File: src/rtl/axi_pkg.sv
// Shared AXI4-Lite response codes and the state encodings used by the
// register-file write and read channel controllers.
package axi_pkg;

    typedef logic [1:0] resp_t;

    localparam resp_t RESP_OKAY   = 2'b00;
    localparam resp_t RESP_SLVERR = 2'b10;

    typedef enum logic [1:0] {
        W_IDLE,
        W_HAVE_A,
        W_HAVE_D,
        W_RESP
    } wr_state_t;

    typedef enum logic {
        R_IDLE,
        R_DATA
    } rd_state_t;

endpackage

File: src/rtl/axi_lite_regfile_wr_ctrl.sv
// AXI4-Lite write channel controller: accepts AW and W in any order, holds
// whichever arrives first, and issues a single-cycle commit to the register bank.
module axi_lite_wr_ctrl
    import axi_pkg::*;
#(
    parameter int                  ADDR_W   = 32,
    parameter int                  DATA_W   = 32,
    parameter int                  NUM_REGS = 16,
    parameter int                  IDX_W    = 4,
    parameter logic [NUM_REGS-1:0] RO_MASK  = '0
) (
    input  logic                  clk,
    input  logic                  rst,
    input  logic [ADDR_W-1:0]     awaddr,
    input  logic                  awvalid,
    output logic                  awready,
    input  logic [DATA_W-1:0]     wdata,
    input  logic [DATA_W/8-1:0]   wstrb,
    input  logic                  wvalid,
    output logic                  wready,
    output logic [1:0]            bresp,
    output logic                  bvalid,
    input  logic                  bready,
    output logic                  commit_en,
    output logic [IDX_W-1:0]      commit_idx,
    output logic [DATA_W-1:0]     commit_data,
    output logic [DATA_W/8-1:0]   commit_strb
);

    localparam int OFFS   = $clog2(DATA_W / 8);
    localparam int STRB_W = DATA_W / 8;

    wr_state_t           state;
    logic [ADDR_W-1:0]   addr_q;
    logic [DATA_W-1:0]   data_q;
    logic [STRB_W-1:0]   strb_q;

    logic                aw_hs;
    logic                w_hs;
    logic                commit;
    logic                in_range;
    logic                target_ok;
    logic [ADDR_W-1:0]   cur_addr;
    logic [ADDR_W-1:0]   word_addr;

    assign aw_hs = awvalid && awready;
    assign w_hs  = wvalid && wready;

    // The commit edge is the one completing the later of the two handshakes.
    assign commit = (aw_hs || (state == W_HAVE_A)) && (w_hs || (state == W_HAVE_D));

    assign cur_addr    = (state == W_HAVE_A) ? addr_q : awaddr;
    assign commit_data = (state == W_HAVE_D) ? data_q : wdata;
    assign commit_strb = (state == W_HAVE_D) ? strb_q : wstrb;

    assign word_addr  = cur_addr >> OFFS;
    assign commit_idx = word_addr[IDX_W-1:0];
    assign in_range   = word_addr < ADDR_W'(NUM_REGS);
    assign target_ok  = in_range && !RO_MASK[commit_idx];
    assign commit_en  = commit && target_ok;

    always_ff @(posedge clk or negedge rst) begin
        if (!rst) begin
            state   <= W_IDLE;
            awready <= 1'b0;
            wready  <= 1'b0;
            bvalid  <= 1'b0;
            bresp   <= RESP_OKAY;
            addr_q  <= '0;
            data_q  <= '0;
            strb_q  <= '0;
        end else if (commit) begin
            state   <= W_RESP;
            awready <= 1'b0;
            wready  <= 1'b0;
            bvalid  <= 1'b1;
            bresp   <= target_ok ? RESP_OKAY : RESP_SLVERR;
        end else begin
            case (state)
                W_IDLE: begin
                    if (aw_hs) begin
                        addr_q  <= awaddr;
                        state   <= W_HAVE_A;
                        awready <= 1'b0;
                        wready  <= 1'b1;
                    end else if (w_hs) begin
                        data_q  <= wdata;
                        strb_q  <= wstrb;
                        state   <= W_HAVE_D;
                        awready <= 1'b1;
                        wready  <= 1'b0;
                    end else begin
                        awready <= 1'b1;
                        wready  <= 1'b1;
                    end
                end
                W_HAVE_A, W_HAVE_D: begin
                end
                W_RESP: begin
                    if (bready) begin
                        bvalid  <= 1'b0;
                        state   <= W_IDLE;
                        awready <= 1'b1;
                        wready  <= 1'b1;
                    end
                end
                default: begin
                    state <= W_IDLE;
                end
            endcase
        end
    end

endmodule

File: src/rtl/axi_lite_regfile.sv
// AXI4-Lite slave register bank with per-register read-only mask, byte strobes,
// SLVERR on illegal access and hardware update ports.
module axi_lite_regfile
    import axi_pkg::*;
#(
    parameter int                  ADDR_W   = 32,
    parameter int                  DATA_W   = 32,
    parameter int                  NUM_REGS = 16,
    parameter logic [NUM_REGS-1:0] RO_MASK  = '0,
    parameter logic [DATA_W-1:0]   RST_VAL  = '0
) (
    input  logic                         clk,
    input  logic                         rst,
    input  logic [ADDR_W-1:0]            awaddr,
    input  logic                         awvalid,
    output logic                         awready,
    input  logic [DATA_W-1:0]            wdata,
    input  logic [DATA_W/8-1:0]          wstrb,
    input  logic                         wvalid,
    output logic                         wready,
    output logic [1:0]                   bresp,
    output logic                         bvalid,
    input  logic                         bready,
    input  logic [ADDR_W-1:0]            araddr,
    input  logic                         arvalid,
    output logic                         arready,
    output logic [DATA_W-1:0]            rdata,
    output logic [1:0]                   rresp,
    output logic                         rvalid,
    input  logic                         rready,
    output logic [NUM_REGS*DATA_W-1:0]   regs_q,
    output logic [NUM_REGS-1:0]          sw_wr_pulse,
    input  logic [NUM_REGS-1:0]          hw_we,
    input  logic [NUM_REGS*DATA_W-1:0]   hw_wdata
);

    localparam int OFFS   = $clog2(DATA_W / 8);
    localparam int STRB_W = DATA_W / 8;
    localparam int IDX_W  = (NUM_REGS > 1) ? $clog2(NUM_REGS) : 1;

    logic [DATA_W-1:0]   regs [NUM_REGS];

    logic                commit_en;
    logic [IDX_W-1:0]    commit_idx;
    logic [DATA_W-1:0]   commit_data;
    logic [STRB_W-1:0]   commit_strb;

    rd_state_t           rd_state;
    logic [ADDR_W-1:0]   ar_word;
    logic [IDX_W-1:0]    ar_idx;
    logic                ar_in_range;

    axi_lite_wr_ctrl #(
        .ADDR_W   (ADDR_W),
        .DATA_W   (DATA_W),
        .NUM_REGS (NUM_REGS),
        .IDX_W    (IDX_W),
        .RO_MASK  (RO_MASK)
    ) u_wr_ctrl (
        .clk         (clk),
        .rst         (rst),
        .awaddr      (awaddr),
        .awvalid     (awvalid),
        .awready     (awready),
        .wdata       (wdata),
        .wstrb       (wstrb),
        .wvalid      (wvalid),
        .wready      (wready),
        .bresp       (bresp),
        .bvalid      (bvalid),
        .bready      (bready),
        .commit_en   (commit_en),
        .commit_idx  (commit_idx),
        .commit_data (commit_data),
        .commit_strb (commit_strb)
    );

    // Software commit has priority over hw_we; RO registers never see commit_en.
    always_ff @(posedge clk or negedge rst) begin
        if (!rst) begin
            for (int i = 0; i < NUM_REGS; i++) begin
                regs[i] <= RST_VAL;
            end
            sw_wr_pulse <= '0;
        end else begin
            for (int i = 0; i < NUM_REGS; i++) begin
                sw_wr_pulse[i] <= commit_en && (commit_idx == IDX_W'(i));
                if (commit_en && (commit_idx == IDX_W'(i))) begin
                    for (int b = 0; b < STRB_W; b++) begin
                        if (commit_strb[b]) begin
                            regs[i][b*8 +: 8] <= commit_data[b*8 +: 8];
                        end
                    end
                end else if (hw_we[i]) begin
                    regs[i] <= hw_wdata[i*DATA_W +: DATA_W];
                end
            end
        end
    end

    for (genvar g = 0; g < NUM_REGS; g++) begin : g_regs_q
        assign regs_q[g*DATA_W +: DATA_W] = regs[g];
    end

    assign ar_word     = araddr >> OFFS;
    assign ar_idx      = ar_word[IDX_W-1:0];
    assign ar_in_range = ar_word < ADDR_W'(NUM_REGS);

    // Read data is sampled at the AR handshake, so a same-cycle write commit is not visible.
    always_ff @(posedge clk or negedge rst) begin
        if (!rst) begin
            rd_state <= R_IDLE;
            arready  <= 1'b0;
            rvalid   <= 1'b0;
            rresp    <= RESP_OKAY;
            rdata    <= '0;
        end else begin
            case (rd_state)
                R_IDLE: begin
                    if (arvalid && arready) begin
                        rd_state <= R_DATA;
                        arready  <= 1'b0;
                        rvalid   <= 1'b1;
                        rdata    <= ar_in_range ? regs[ar_idx] : '0;
                        rresp    <= ar_in_range ? RESP_OKAY : RESP_SLVERR;
                    end else begin
                        arready <= 1'b1;
                    end
                end
                R_DATA: begin
                    if (rready) begin
                        rd_state <= R_IDLE;
                        rvalid   <= 1'b0;
                        arready  <= 1'b1;
                    end
                end
                default: begin
                    rd_state <= R_IDLE;
                end
            endcase
        end
    end

endmodule

File: config.mk
export PLATFORM = sky130hd
export DESIGN_NAME = axi_lite_regfile
export DESIGN_NICKNAME = d
export VERILOG_FILES = /design/src/rtl/axi_pkg.sv /design/src/rtl/axi_lite_regfile_wr_ctrl.sv /design/src/rtl/axi_lite_regfile.sv
export SDC_FILE = /design/constraint.sdc
export NUM_CORES = 1
export LEC_CHECK = 0
export BUFFER_PORTS_ARGS = -buffer_cell sky130_fd_sc_hd__buf_2
export CAP_MARGIN = 20
export CORE_AREA = 2 2 469 471
export DETAILED_ROUTE_END_ITERATION = 8
export DIE_AREA = 0 0 471 473
export PLACE_DENSITY = 0.44
export SYNTH_ARGS = -nofsm -noshare
export SYNTH_HDL_FRONTEND = slang
export SYNTH_SLANG_ARGS = --single-unit
File: constraint.sdc
create_clock -name clk -period 8 [get_ports clk]
set_input_delay 1.6 -clock clk [delete_from_list [all_inputs] [get_ports clk]]
set_output_delay 1.6 -clock clk [all_outputs]
set_load 0.005 [all_outputs]
==> results_dict.tcl <==
set metrics [dict create \
    port_buffers 1197 \
    clock_tree.htree_level_count 3 \
    critical_path_sink_type "flop" \
    ctsHoldBuffers 0 \
    slew_headroom 0.148 \
    cp_cell_sequence "buf_2 > nor4_1 > nand4_4 > a22oi_4 > and4_2 > buf_4 > mux2i_1 > a222oi_1" \
    rsz0062_at_grt "false" \
    worst-slew-pin-transition_ps 1240 \
    yosys_warnings 0 \
    vias_per_cell 4.79 \
    synth_top_cell_area_share 0.474 \
    gp_congestion 0.905 \
    most_used_cells_in_the_layout_excluding_fill_and_tap_cells "sky130_fd_sc_hd__buf_2 (1195), sky130_fd_sc_hd__dfrtp_1 (636), sky130_fd_sc_hd__nand3b_1 (380), sky130_fd_sc_hd__inv_1 (307), sky130_fd_sc_hd__o221a_2 (225)" \
    die_width_um 471 \
    insertion_delay_ps 740 \
    layout.cells.non_filler 6806 \
    path_max_fanout 21 \
    worstPathBufferInverterCount 2 \
    final-setup-viol-count 0 \
    initial_antenna_violation_count 107 \
    placeableCoreArea_mm2 0.218 \
    dpl.cell_count 6591 \
    final-max-slew-violation-count 0 \
    placed_cell_area_mm2 0.0429 \
    row_count 172 \
    final.period_utilization 0.586 \
    synth_area_leaders "sky130_fd_sc_hd__dfrtp_1 (47%), sky130_fd_sc_hd__mux4_2 (11%), sky130_fd_sc_hd__nand3b_1 (8.5%), sky130_fd_sc_hd__o221a_2 (7.5%), sky130_fd_sc_hd__o221a_1 (5.3%)" \
    areaGrowthSynthToFinish_pct 36.7 \
    floorplan.die_area_mm2 0.223 \
    vias 32600 \
    clock_edge_transition_at_the_registers_on_the_reported_setup_and_hold_paths_ps 60 \
    pin_count_of_the_biggest_net_entering_global_routing 134 \
    synth-edff-count 0 \
    clock.fmax_ghz 0.213 \
    timing.clock.skew_ps 33.1 \
    place_hpwl_mm 202 \
    leakagePower_nw 19.8 \
    drive_gt1_frac 0.507 \
    sink_count_of_the_clock_tree 636 \
    synth.cell_area_mm2 0.0336 \
    groute.usage.overall 0.217 \
    max_stage_delay_ps 860 \
    nets 4451 \
    cp_data_arrival_time_ps 5220 \
    mostFrequentLayoutCell "sky130_fd_sc_hd__buf_2" \
    worst_hold_path_type "reg -> reg" \
    cts_tree "yes" \
    wl_per_cell_um 36.9 \
    power.density_mw_per_mm2 254 \
    cp-start-kind "input port" \
    post_synth_inst_count 2700 \
    detail_route.first_pass.iterations 6 \
    route.antenna.remaining_nets 0 \
    io-pin-count 1204 \
    post_cts_resize_count 0 \
    ys_ff_latch 636 \
    post-cts-setup-buffers 0 \
    timing.critical_path.required_ps 8530 \
    drt_drc_violations_left 0 \
    synth_seq_area_share 0.474 \
    finalCriticalPeriod_ps 4690 \
    max-clock-path-buffers 3 \
    ys_dominant_reg_cell "sky130_fd_sc_hd__dfrtp_1" \
    critPathKind "in -> reg" \
    wire_length_of_the_first_global_routing_pass_mm 325 \
    max_cap_viol_count 0 \
    cts_inserted_buffers 84 \
    hold_viol 0 \
    finalWirelength_mm 251 \
    setup_total_negative_slack_ps 0 \
    status "complete, no violations" \
    overflow 0 \
    die_y_um 473 \
    critical-path-top-delay-family "simple AND/OR/NAND/NOR gates" \
    synthArstFlopShare 1.00 \
    avgSynthCellArea_um2 12.4 \
    drtIter0Drc 3843 \
    worst_path_max_delay_cell "sky130_fd_sc_hd__and4_2" \
    max-vdd-ir-drop_mv 0.174 \
    stdcell_area_mm2 0.0459 \
    synth_largest_area_cell "sky130_fd_sc_hd__dfrtp_1" \
    initial_core_util 0.154 \
    synth.lib_cells_used.distinct 57 \
    cts_root_buf "sky130_fd_sc_hd__clkbuf_16" \
    number_of_global_route_vias_before_repair 31800 \
]
==> report_power, final <==
part	internal (mW)	leakage [nW]	total, mW	switching (mW)
clock network	2.28	1.36	3.97	1.69
registers	3.63	7.28	4.07	0.433
logic	1.16	11.2	3.64	2.47
==> sequential cells by signal, summed over array words and instances, names as in the netlist, 2 cells and up <==
signal / cells
regs_q: 512
u_wr_ctrl.strb_q: 4
u_wr_ctrl.addr_q: 30
u_wr_ctrl.data_q: 32
sw_wr_pulse: 16
u_wr_ctrl.state: 2
rdata: 32
==> path summary, 6_finish.rpt <==
| kind | endpoint | startpoint | cells past startpoint | slack, ps |
|---|---|---|---|---|
| setup / recovery | regs_q[54]$_DFFE_PN0P_ | awaddr[22] | 8 | 3310 |
| hold reg to reg | rdata[26]$_DFFE_PN0P_ | rdata[26]$_DFFE_PN0P_ | 2 | 480 |
| setup reg to reg | regs_q[54]$_DFFE_PN0P_ | u_wr_ctrl.state[1]$_DFFE_PN0P_ | 10 | 3360 |
| hold / removal | rdata[26]$_DFFE_PN0P_ | rdata[26]$_DFFE_PN0P_ | 2 | 480 |
| min in group asynchronous | regs_q[506]$_DFFE_PN0P_ | rst | 1 | 920 |
| max in group asynchronous | regs_q[28]$_DFFE_PN0P_ | rst | 3 | 5440 |
==> Yosys cell counts, types with 3 or more instances <==
master                        n
sky130_fd_sc_hd__nor4_1      10
sky130_fd_sc_hd__clkbuf_1   128
sky130_fd_sc_hd__inv_1      307
sky130_fd_sc_hd__nand2_1     91
sky130_fd_sc_hd__a21oi_1      3
sky130_fd_sc_hd__ha_1         4
sky130_fd_sc_hd__buf_1       91
sky130_fd_sc_hd__nand2b_1     3
sky130_fd_sc_hd__o221a_1    159
sky130_fd_sc_hd__o221a_2    225
sky130_fd_sc_hd__buf_4        7
sky130_fd_sc_hd__nor2_1      12
sky130_fd_sc_hd__mux2_2     117
sky130_fd_sc_hd__dfrtp_1    636
sky130_fd_sc_hd__nor3_1      10
sky130_fd_sc_hd__and2_1      33
sky130_fd_sc_hd__nor2b_1      6
sky130_fd_sc_hd__mux2i_1     48
sky130_fd_sc_hd__buf_2       35
sky130_fd_sc_hd__a2111oi_2    3
sky130_fd_sc_hd__and4_1       4
sky130_fd_sc_hd__nand4_1     19
sky130_fd_sc_hd__mux4_2     160
sky130_fd_sc_hd__a222oi_1   128
sky130_fd_sc_hd__o21ai_0     34
sky130_fd_sc_hd__nand3b_1   380
sky130_fd_sc_hd__nand3_1      8
==> metal layers <==
metal / track usage / up-vias / part of all wire
li1: - / 12900 / -
met1: 0.292 / 17100 / 0.43
met2: 0.329 / 2173 / 0.44
met3: 0.0554 / 331 / 0.085
met4: 0.0897 / 44 / 0.041
met5: 0 / - / 0.0011
==> final cells by class <==
cell class              count  area [um2]
fillers                 23900      172000
flip-flops and latches    636       15900
multi-input cells        1496       15600
repair buffers           1287        6760
well taps                2871        3590
clock buffers             121        2430
inverters                 307        1150
clock inverters            27         362
diodes                     61         153
==> kinds of logic (layout without fill, tap and decap cells) <==
| logic type | after synthesis | in the layout | share of synthesized area |
|---|---|---|---|
| compound gates | 576 | 576 | 0.181 |
| mux | 325 | 325 | 0.161 |
| fa+ha+maj | 4 | 4 | 0.00149 |
| simple gates | 589 | 589 | 0.118 |
| flops | 636 | 636 | 0.474 |
| other cells | 1 | 63 | 0.000112 |
| buf+inv | 569 | 1742 | 0.0659 |
==> worst min-delay path, delay by kind of cell, from the launching register on <==
| kind | cells | cell delay, ps |
|---|---|---|
| compound gates | 1 | 60 |
| flops | 1 | 330 |
| simple gates | 1 | 40 |
==> stage by stage <==
stage | util | setup slack, ps | hold slack, ps | power [mW]
finish | 0.211 | 3310 | 477 | 11.7
global route | 0.210 | 3260 | 498 | 12.1
CTS | 0.210 | 3470 | 480 | 11.8
detailed placement | 0.197 | 2650 | 466 | 7.75
global placement | 0.197 | 2650 | 463 | 7.72
floorplan | - | 4340 | 463 | 5.47
No activity file was read; power rests on OpenSTA's default activity.
